**src/rtl/alu_seq_pkg.sv**
```systemverilog
// Shared opcode constants, sequencer state encoding and opcode legality check
// for the ALU command sequencer.
package alu_seq_pkg;

  localparam logic [3:0] OP_ADD = 4'b0000;
  localparam logic [3:0] OP_SUB = 4'b0001;

  typedef enum logic [1:0] {
    ST_IDLE  = 2'b00,
    ST_ISSUE = 2'b01,
    ST_RESP  = 2'b10
  } seq_state_t;

  function automatic logic is_legal_op(input logic [3:0] op);
    return (op == OP_ADD) || (op == OP_SUB);
  endfunction

endpackage

```
**src/rtl/alu_cmd_sequencer.sv**
```systemverilog
// Drives a combinational ALU from registered operands, captures its result and
// flags one cycle later, and returns the result over a valid/ready response.
module alu_cmd_sequencer
  import alu_seq_pkg::*;
#(
  parameter int WIDTH = 4,
  parameter int CNT_W = 8
) (
  input  logic             clk,
  input  logic             rst,
  input  logic             cmd_valid,
  output logic             cmd_ready,
  input  logic [3:0]       cmd_op,
  input  logic [WIDTH-1:0] cmd_a,
  input  logic [WIDTH-1:0] cmd_b,
  output logic             rsp_valid,
  input  logic             rsp_ready,
  output logic [WIDTH-1:0] rsp_result,
  output logic             rsp_err,
  output logic [WIDTH-1:0] alu_a,
  output logic [WIDTH-1:0] alu_b,
  output logic [3:0]       alu_sel,
  input  logic [WIDTH-1:0] alu_result,
  input  logic             alu_cout,
  input  logic             alu_negative,
  input  logic             alu_zero,
  input  logic             flag_clr,
  output logic             flag_n,
  output logic             flag_z,
  output logic             flag_c,
  output logic [CNT_W-1:0] op_count
);

  seq_state_t r_state;

  // Handshake outputs depend on state only, never on cmd_valid/rsp_ready.
  assign cmd_ready = (r_state == ST_IDLE);
  assign rsp_valid = (r_state == ST_RESP);

  always_ff @(posedge clk or posedge rst) begin
    if (rst) begin
      r_state    <= ST_IDLE;
      alu_a      <= '0;
      alu_b      <= '0;
      alu_sel    <= 4'b0000;
      rsp_result <= '0;
      rsp_err    <= 1'b0;
      op_count   <= '0;
    end else begin
      case (r_state)
        ST_IDLE: begin
          if (cmd_valid) begin
            if (is_legal_op(cmd_op)) begin
              alu_a   <= cmd_a;
              alu_b   <= cmd_b;
              alu_sel <= cmd_op;
              r_state <= ST_ISSUE;
            end else begin
              rsp_result <= '0;
              rsp_err    <= 1'b1;
              r_state    <= ST_RESP;
            end
          end
        end
        ST_ISSUE: begin
          rsp_result <= alu_result;
          rsp_err    <= 1'b0;
          op_count   <= op_count + CNT_W'(1);
          r_state    <= ST_RESP;
        end
        ST_RESP: begin
          if (rsp_ready) begin
            r_state <= ST_IDLE;
          end
        end
        default: r_state <= ST_IDLE;
      endcase
    end
  end

  // Architectural flags: the ISSUE capture takes priority over a clear.
  always_ff @(posedge clk or posedge rst) begin
    if (rst) begin
      flag_n <= 1'b0;
      flag_z <= 1'b0;
      flag_c <= 1'b0;
    end else if (r_state == ST_ISSUE) begin
      flag_n <= alu_negative;
      flag_z <= alu_zero;
      flag_c <= alu_cout;
    end else if (flag_clr) begin
      flag_n <= 1'b0;
      flag_z <= 1'b0;
      flag_c <= 1'b0;
    end
  end

endmodule
```
**config.mk**
```make
export PLATFORM = sky130hd
export DESIGN_NAME = alu_cmd_sequencer
export DESIGN_NICKNAME = d
export VERILOG_FILES = /design/src/rtl/alu_seq_pkg.sv /design/src/rtl/alu_cmd_sequencer.sv
export SDC_FILE = /design/constraint.sdc
export NUM_CORES = 1
export LEC_CHECK = 0
export CAP_MARGIN = 0
export CELL_PAD_IN_SITES_DETAIL_PLACEMENT = 0
export CELL_PAD_IN_SITES_GLOBAL_PLACEMENT = 1
export CORE_MARGIN = 5
export CORE_UTILIZATION = 29
export CTS_CLUSTER_DIAMETER = 200
export CTS_CLUSTER_SIZE = 16
export DETAILED_ROUTE_END_ITERATION = 8
export PLACE_DENSITY_LB_ADDON = 0.1
export SETUP_SLACK_MARGIN = 0.4
export SYNTH_ARGS = -nofsm -noshare
export SYNTH_HDL_FRONTEND = slang
export SYNTH_SLANG_ARGS = --single-unit
```
**constraint.sdc**
```tcl
create_clock -name clk -period 1.6 [get_ports clk]
set_input_delay 0.32 -clock clk [delete_from_list [all_inputs] [get_ports clk]]
set_output_delay 0.32 -clock clk [all_outputs]
set_load 0.03 [all_outputs]
```
==> results.toml, run 1 <==
[worst_setup_path]
cpMaxStageDelayCell = "dfrtp_1"
path_cells = "buf_6 -> nor2_4 -> buf_6"
cp.arrival_ps = 1020
startpoint_type = "register"
required_ps = 1280
crit_path_max_fanout = 3
cp-end-kind = "primary output"
cp_common_cell = "buf_6"
cp_slowest_stage_delay_ps = 410
path_class = "reg2out"

[timing]
setup_viol = 0
clock.fmax_ghz = 0.744
period_needed_ps = 1340
fin_ws_ps = 256
slew_headroom = 0.743
finClkSkew_ps = 4.27
finalSetupTns_ps = 0
tightest_slew_ps = 385
finalCritPeriodShare = 0.840
slew_viol_final = 0
rsz0062_at_grt = "true"
hold_viol = 0

[detailed_routing]
drt-total-wl_um = 2820
initialDrtViolationCount = 41
viasPerCell = 4.45
drtAntennaViolNets = 0
drcViolationCount = 0
dr.pass1.iters = 2
post_drt_wl_per_cell_um = 13.5
via_count = 931

[synthesis]
yosys.area.top_type = "dfrtp_1"
syn_area_sq_um = 1210
synth_cell_type_count = 26
synth_async_sr_flop_share = 1.00
avgSynthCellArea_sq_um = 13.8
synth_top_area_share = 0.620
synth_cells = 88
synth_edf_count = 0
yosys-top-cells-count = "dfrtp_1, mux2_4, xnor2_1, nand2_1"
seq_area_frac_synth = 0.620
synth_area_leaders = "dfrtp_1, mux2_4, xnor2_1"
ys_ff_latch = 30
synth.net_count = 113
synth_top_flop_cell = "dfrtp_1"
synth.most_common_cell = "dfrtp_1"
synth_warnings = 0

[cts]
clkTransAtPathRegs_ps = 60
cts_hold_buf = 0
clk_latency_ps = 280
ctsLongestPathBuffers = 2
cts_max_level = 2
cts_tree = "done"
cts_root_buf = "clkbuf_8"
cts_sinks = 30
cts_buffers = 5

[die]
boundaryPins = 54
die_area_sq_um = 5570
core-area_sq_um = 4030
initial_utilization = 0.301
die_w_um = 74.6
die_h_um = 74.6
row_count = 23

[global_routing]
grt_pass1_wl_um = 4590
grt_use_total = 0.111
grt_max_degree = 31
antenna_found_initial = 0
grt_pass1_vias = 966
overflow = 0

[final_layout]
finalNonFillerCells = 209
layout.nets = 183
antenna_cells = 0
fin_util = 0.474
drive_gt1_frac = 0.428
area_growth_pct = 57.7

[power_and_ir_drop]
total_power_mw = 2.34
p_leak_nw = 0.958
power_density_nw_per_um2 = 1220
peakVddDrop_mv = 0.534

[run_status]
outcome = "completed"

[placement]
place_inst = 193
finalWeightedCongestion = 0.683
hpwl_um = 1990
dp_slack_ps = -72.5
port_buffers = 53

[hold_path]
hp-class = "in2async"

[run]
drv_cap = 0
-- kinds of logic after synthesis --
logic type	share of synthesized area
buf+inv	0.0310
xor+xnor	0.0506
compound gates	0.0661
mux	0.112
simple gates	0.111
fa+ha+maj	0.0103
flops	0.620
-- path summary, 6_finish.rpt --
check,startpoint,endpoint,slack [ps],cells after the start
setup reg to reg,r_state[0]$_DFFE_PP0P_,op_count[1]$_DFFE_PP0P_,310,4
min in group clk,op_count[7]$_DFFE_PP0P_,op_count[7]$_DFFE_PP0P_,470,1
max in group asynchronous,rst,op_count[0]$_DFFE_PP0P_,870,3
hold / removal,rst,op_count[4]$_DFFE_PP0P_,420,3
hold reg to reg,op_count[7]$_DFFE_PP0P_,op_count[7]$_DFFE_PP0P_,470,1
setup / recovery,r_state[0]$_DFFE_PP0P_,rsp_valid,260,3
-- repair_timing --
item,CTS,global route
buffers inserted,6,2
pin swaps,4,0
resized for setup,161,17
setup endpoints to repair,52,34
-- flip-flops by register name, summed over array words and instances (netlist names) --
register    flops
rsp_result      4
alu_sel         4
alu_a           4
r_state         2
alu_b           4
rsp_err         1
flag_n          1
flag_z          1
op_count        8
flag_c          1
-- layout make-up --
cell class                 count  area [sq um]
clock buffer                   7          86.3
clock inverter                 1          5.00
sequential                    30           753
inverter                       3          11.3
multi-input combinational     52           438
timing repair buffer          66           554
fill                         394          2120
tap                           50          62.6
-- worst max-delay path, delay by kind of cell, from the launching register on --
kind	cells	cell delay (ps)
DFF	1	410
buffers and inverters	2	270
and+or+nand+nor	1	70
-- metal layers --
layer  share of wire  global-route usage  up-vias
met1            0.42               0.129      450
met5               0                   0        -
li1                -                   -      443
met2            0.48               0.178       34
met3           0.092              0.0494        4
met4           0.011              0.0474        0
-- cell usage in the layout, fill, tap and decap left out, types with 2 or more instances in the layout --
cell	n
and3_1	2
mux2_2	3
nand2_1	5
and2_1	3
dfrtp_2	2
nand2b_1	3
clkdlybuf4s50_1	20
nor2_4	2
mux2_4	6
clkbuf_8	6
inv_1	2
nand4_1	4
xnor2_1	6
dlygate4sd2_1	3
a22o_1	4
dfrtp_1	28
buf_4	13
buf_2	18
o21ai_1	3
buf_6	10
-- metrics by stage --
step / hold slack [ps] / area (sq um)
finish: 423 / 1910
global route: 469 / 1910
CTS: 435 / 1860
detailed placement: 466 / 1830
global placement: 462 / 1830
floorplan: 406 / 1220
-- report_power, final --
| group | internal (mW) | switching [mW] | leakage, nW |
|---|---|---|---|
| registers | 0.882 | 0.0842 | 0.390 |
| logic | 0.341 | 0.415 | 0.519 |
| clock network | 0.346 | 0.268 | 0.0482 |
| total | 1.57 | 0.767 | 0.958 |
(Power assumes the default switching activity.)
==> inputs of run 2 (changes only) <==
CORE_UTILIZATION = 28   (was 29)
clock period = 1.2 ns   (was 1.6 ns; I/O delays follow)
==> results.toml, run 2 (synthesized netlist as in run 1, its figures left out) <==
[global_routing]
overflow = 0
grt_max_degree = 31
grt_pass1_wl_um = 4520
grt_pass1_vias = 961
grt_use_total = 0.110
antenna_found_initial = 0

[final_layout]
area_growth_pct = 88.3
largest-register = "op_count"
final_common_cell = "buf_6"
finalNonFillerCells = 231
multiInputGateArea_sq_um = 490
antenna_cells = 0
mostFrequentLayoutCells = "buf_6, dfrtp_1, buf_4, clkdlybuf4s50_1, mux2_4"
drive_gt1_frac = 0.536
layout.nets = 203
regArea_sq_um = 758
largest_reg_flops = 8
nFillCells = 378

[run]
drv_cap = 0

[timing]
fin_ws_ps = -109
setup_viol = 16
tightest_slew_ps = 276
finClkSkew_ps = 5.41
period_needed_ps = 1310
finalCritPeriodShare = 1.09
hold_viol = 0
slew_headroom = 0.815
rsz0062_at_grt = "true"
clock.fmax_ghz = 0.764
slew_viol_final = 0

[cts]
cts_buffers = 5
clk_latency_ps = 280
clkTransAtPathRegs_ps = 60
cts_max_level = 2
cts_root_buf = "clkbuf_8"
cts_hold_buf = 0
cts_sinks = 30
ctsLongestPathBuffers = 2
cts_tree = "done"

[detailed_routing]
dr.pass1.iters = 4
via_count = 1001
drcViolationCount = 0
viasPerCell = 4.33
drt-total-wl_um = 3020
initialDrtViolationCount = 18
drtAntennaViolNets = 0
post_drt_wl_per_cell_um = 13.1

[die]
die_w_um = 75.8
die_h_um = 75.8
boundaryPins = 54
row_count = 24
core-area_sq_um = 4260
initial_utilization = 0.284
die_area_sq_um = 5740

[power_and_ir_drop]
combPwrFrac = 0.367
peakVddDrop_mv = 0.629
power_density_nw_per_um2 = 1560
switchingPower_mw = 1.09
seqPwrFrac = 0.370
p_leak_nw = 1.10
p_sw_frac = 0.306
clkPwrFrac = 0.263
internal-power_mw = 2.48

[worst_setup_path]
cpMaxStageDelayCell = "dfrtp_2"
startpoint_type = "register"
cp-end-kind = "register"
cp_slowest_stage_delay_ps = 430
path_cells = "nor2_4 -> buf_4 -> nand3_4 -> mux2_4"
cp.arrival_ps = 1470
path_class = "reg2reg"
required_ps = 1360
crit_path_max_fanout = 7

[hold_path]
hp-class = "in2async"

[run_status]
outcome = "finished with violations"
violations = "setup timing"

[placement]
dp_slack_ps = -461
place_inst = 195
port_buffers = 53
hpwl_um = 1950
finalWeightedCongestion = 0.654
-- run 2: cell types whose count changed in the layout (fill, tap and decap cells not counted), moves of 2 or more --
| cell | previous run | this run |
|---|---|---|
| buf_2 | 18 | 0 |
| buf_4 | 13 | 24 |
| nand2_1 | 5 | 3 |
| mux2_4 | 6 | 9 |
| dfrtp_2 | 2 | 6 |
| nand2_2 | 0 | 2 |
| nand3_4 | 0 | 2 |
| dfrtp_1 | 28 | 24 |
| buf_6 | 10 | 37 |
| mux2_2 | 3 | 1 |
| clkbuf_8 | 6 | 8 |
-- run 2: power groups by stage --
| stage | logic [mW] | clock network [mW] | registers (mW) |
|---|---|---|---|
| finish | 1.31 | 0.939 | 1.32 |
| global route | 1.38 | 1.01 | 1.34 |
| CTS | 1.27 | 0.978 | 1.32 |
| detailed placement | 1.03 | 0 | 1.31 |
| global placement | 1.02 | 0 | 1.32 |
| floorplan | 0.304 | 0 | 1.61 |
-- run 2: layout make-up --
| cell class | count | share of cell area |
|---|---|---|
| multi-input cells | 53 | 0.215 |
| flip-flops and latches | 30 | 0.332 |
| repair buffers | 85 | 0.369 |
| clock buffers | 8 | 0.0483 |
| inverters | 3 | 0.00658 |
| well taps | 52 | 0.0285 |
-- run 2: path summary, 6_finish.rpt --
check / slack [ps] / to / depth (start not counted) / start
worst max-delay path: -110 / alu_b[1]$_DFFE_PP0P_ / 4 / r_state[0]$_DFFE_PP0P_
worst min-delay path: 340 / rsp_result[1]$_DFFE_PP0P_ / 3 / rst
worst max register to register: -110 / alu_b[1]$_DFFE_PP0P_ / 4 / r_state[0]$_DFFE_PP0P_
worst min register to register: 510 / op_count[0]$_DFFE_PP0P_ / 1 / op_count[0]$_DFFE_PP0P_
max in group asynchronous: 680 / r_state[0]$_DFFE_PP0P_ / 3 / rst
min in group clk: 510 / op_count[0]$_DFFE_PP0P_ / 1 / op_count[0]$_DFFE_PP0P_
-- run 2: timing repair --
item                       4_1_cts  5_1_grt
buffers inserted                19        8
cloned                           1        0
gates resized for setup         45        4
pin swaps                       11        4
setup endpoints to repair       60       60
-- run 2: metrics by stage --
step	area, sq um	TNS (ps)	util	hold WS, ps	power (mW)
after floorplan	1250	-872	-	156	1.91
after global placement	1790	-6750	0.420	463	2.34
after detailed placement	1790	-7200	0.420	470	2.34
after CTS	2210	-1230	0.518	338	3.57
after global routing	2280	-2630	0.535	370	3.74
final	2280	-1270	0.535	339	3.57
-- run 2: metal layers --
metal | global-route usage | vias to the layer above | part of all wire
met3 | 0.0409 | 8 | 0.084
met1 | 0.131 | 470 | 0.41
met2 | 0.167 | 39 | 0.48
met4 | 0.0641 | 0 | 0.020
li1 | - | 484 | -
met5 | 0 | - | 0
-- run 2: critical path: cells and delay by family (launching register included) --
kind	cells	cell delay [ps]
flops	1	430
mux	1	340
simple gates	2	290
buf+inv	1	130
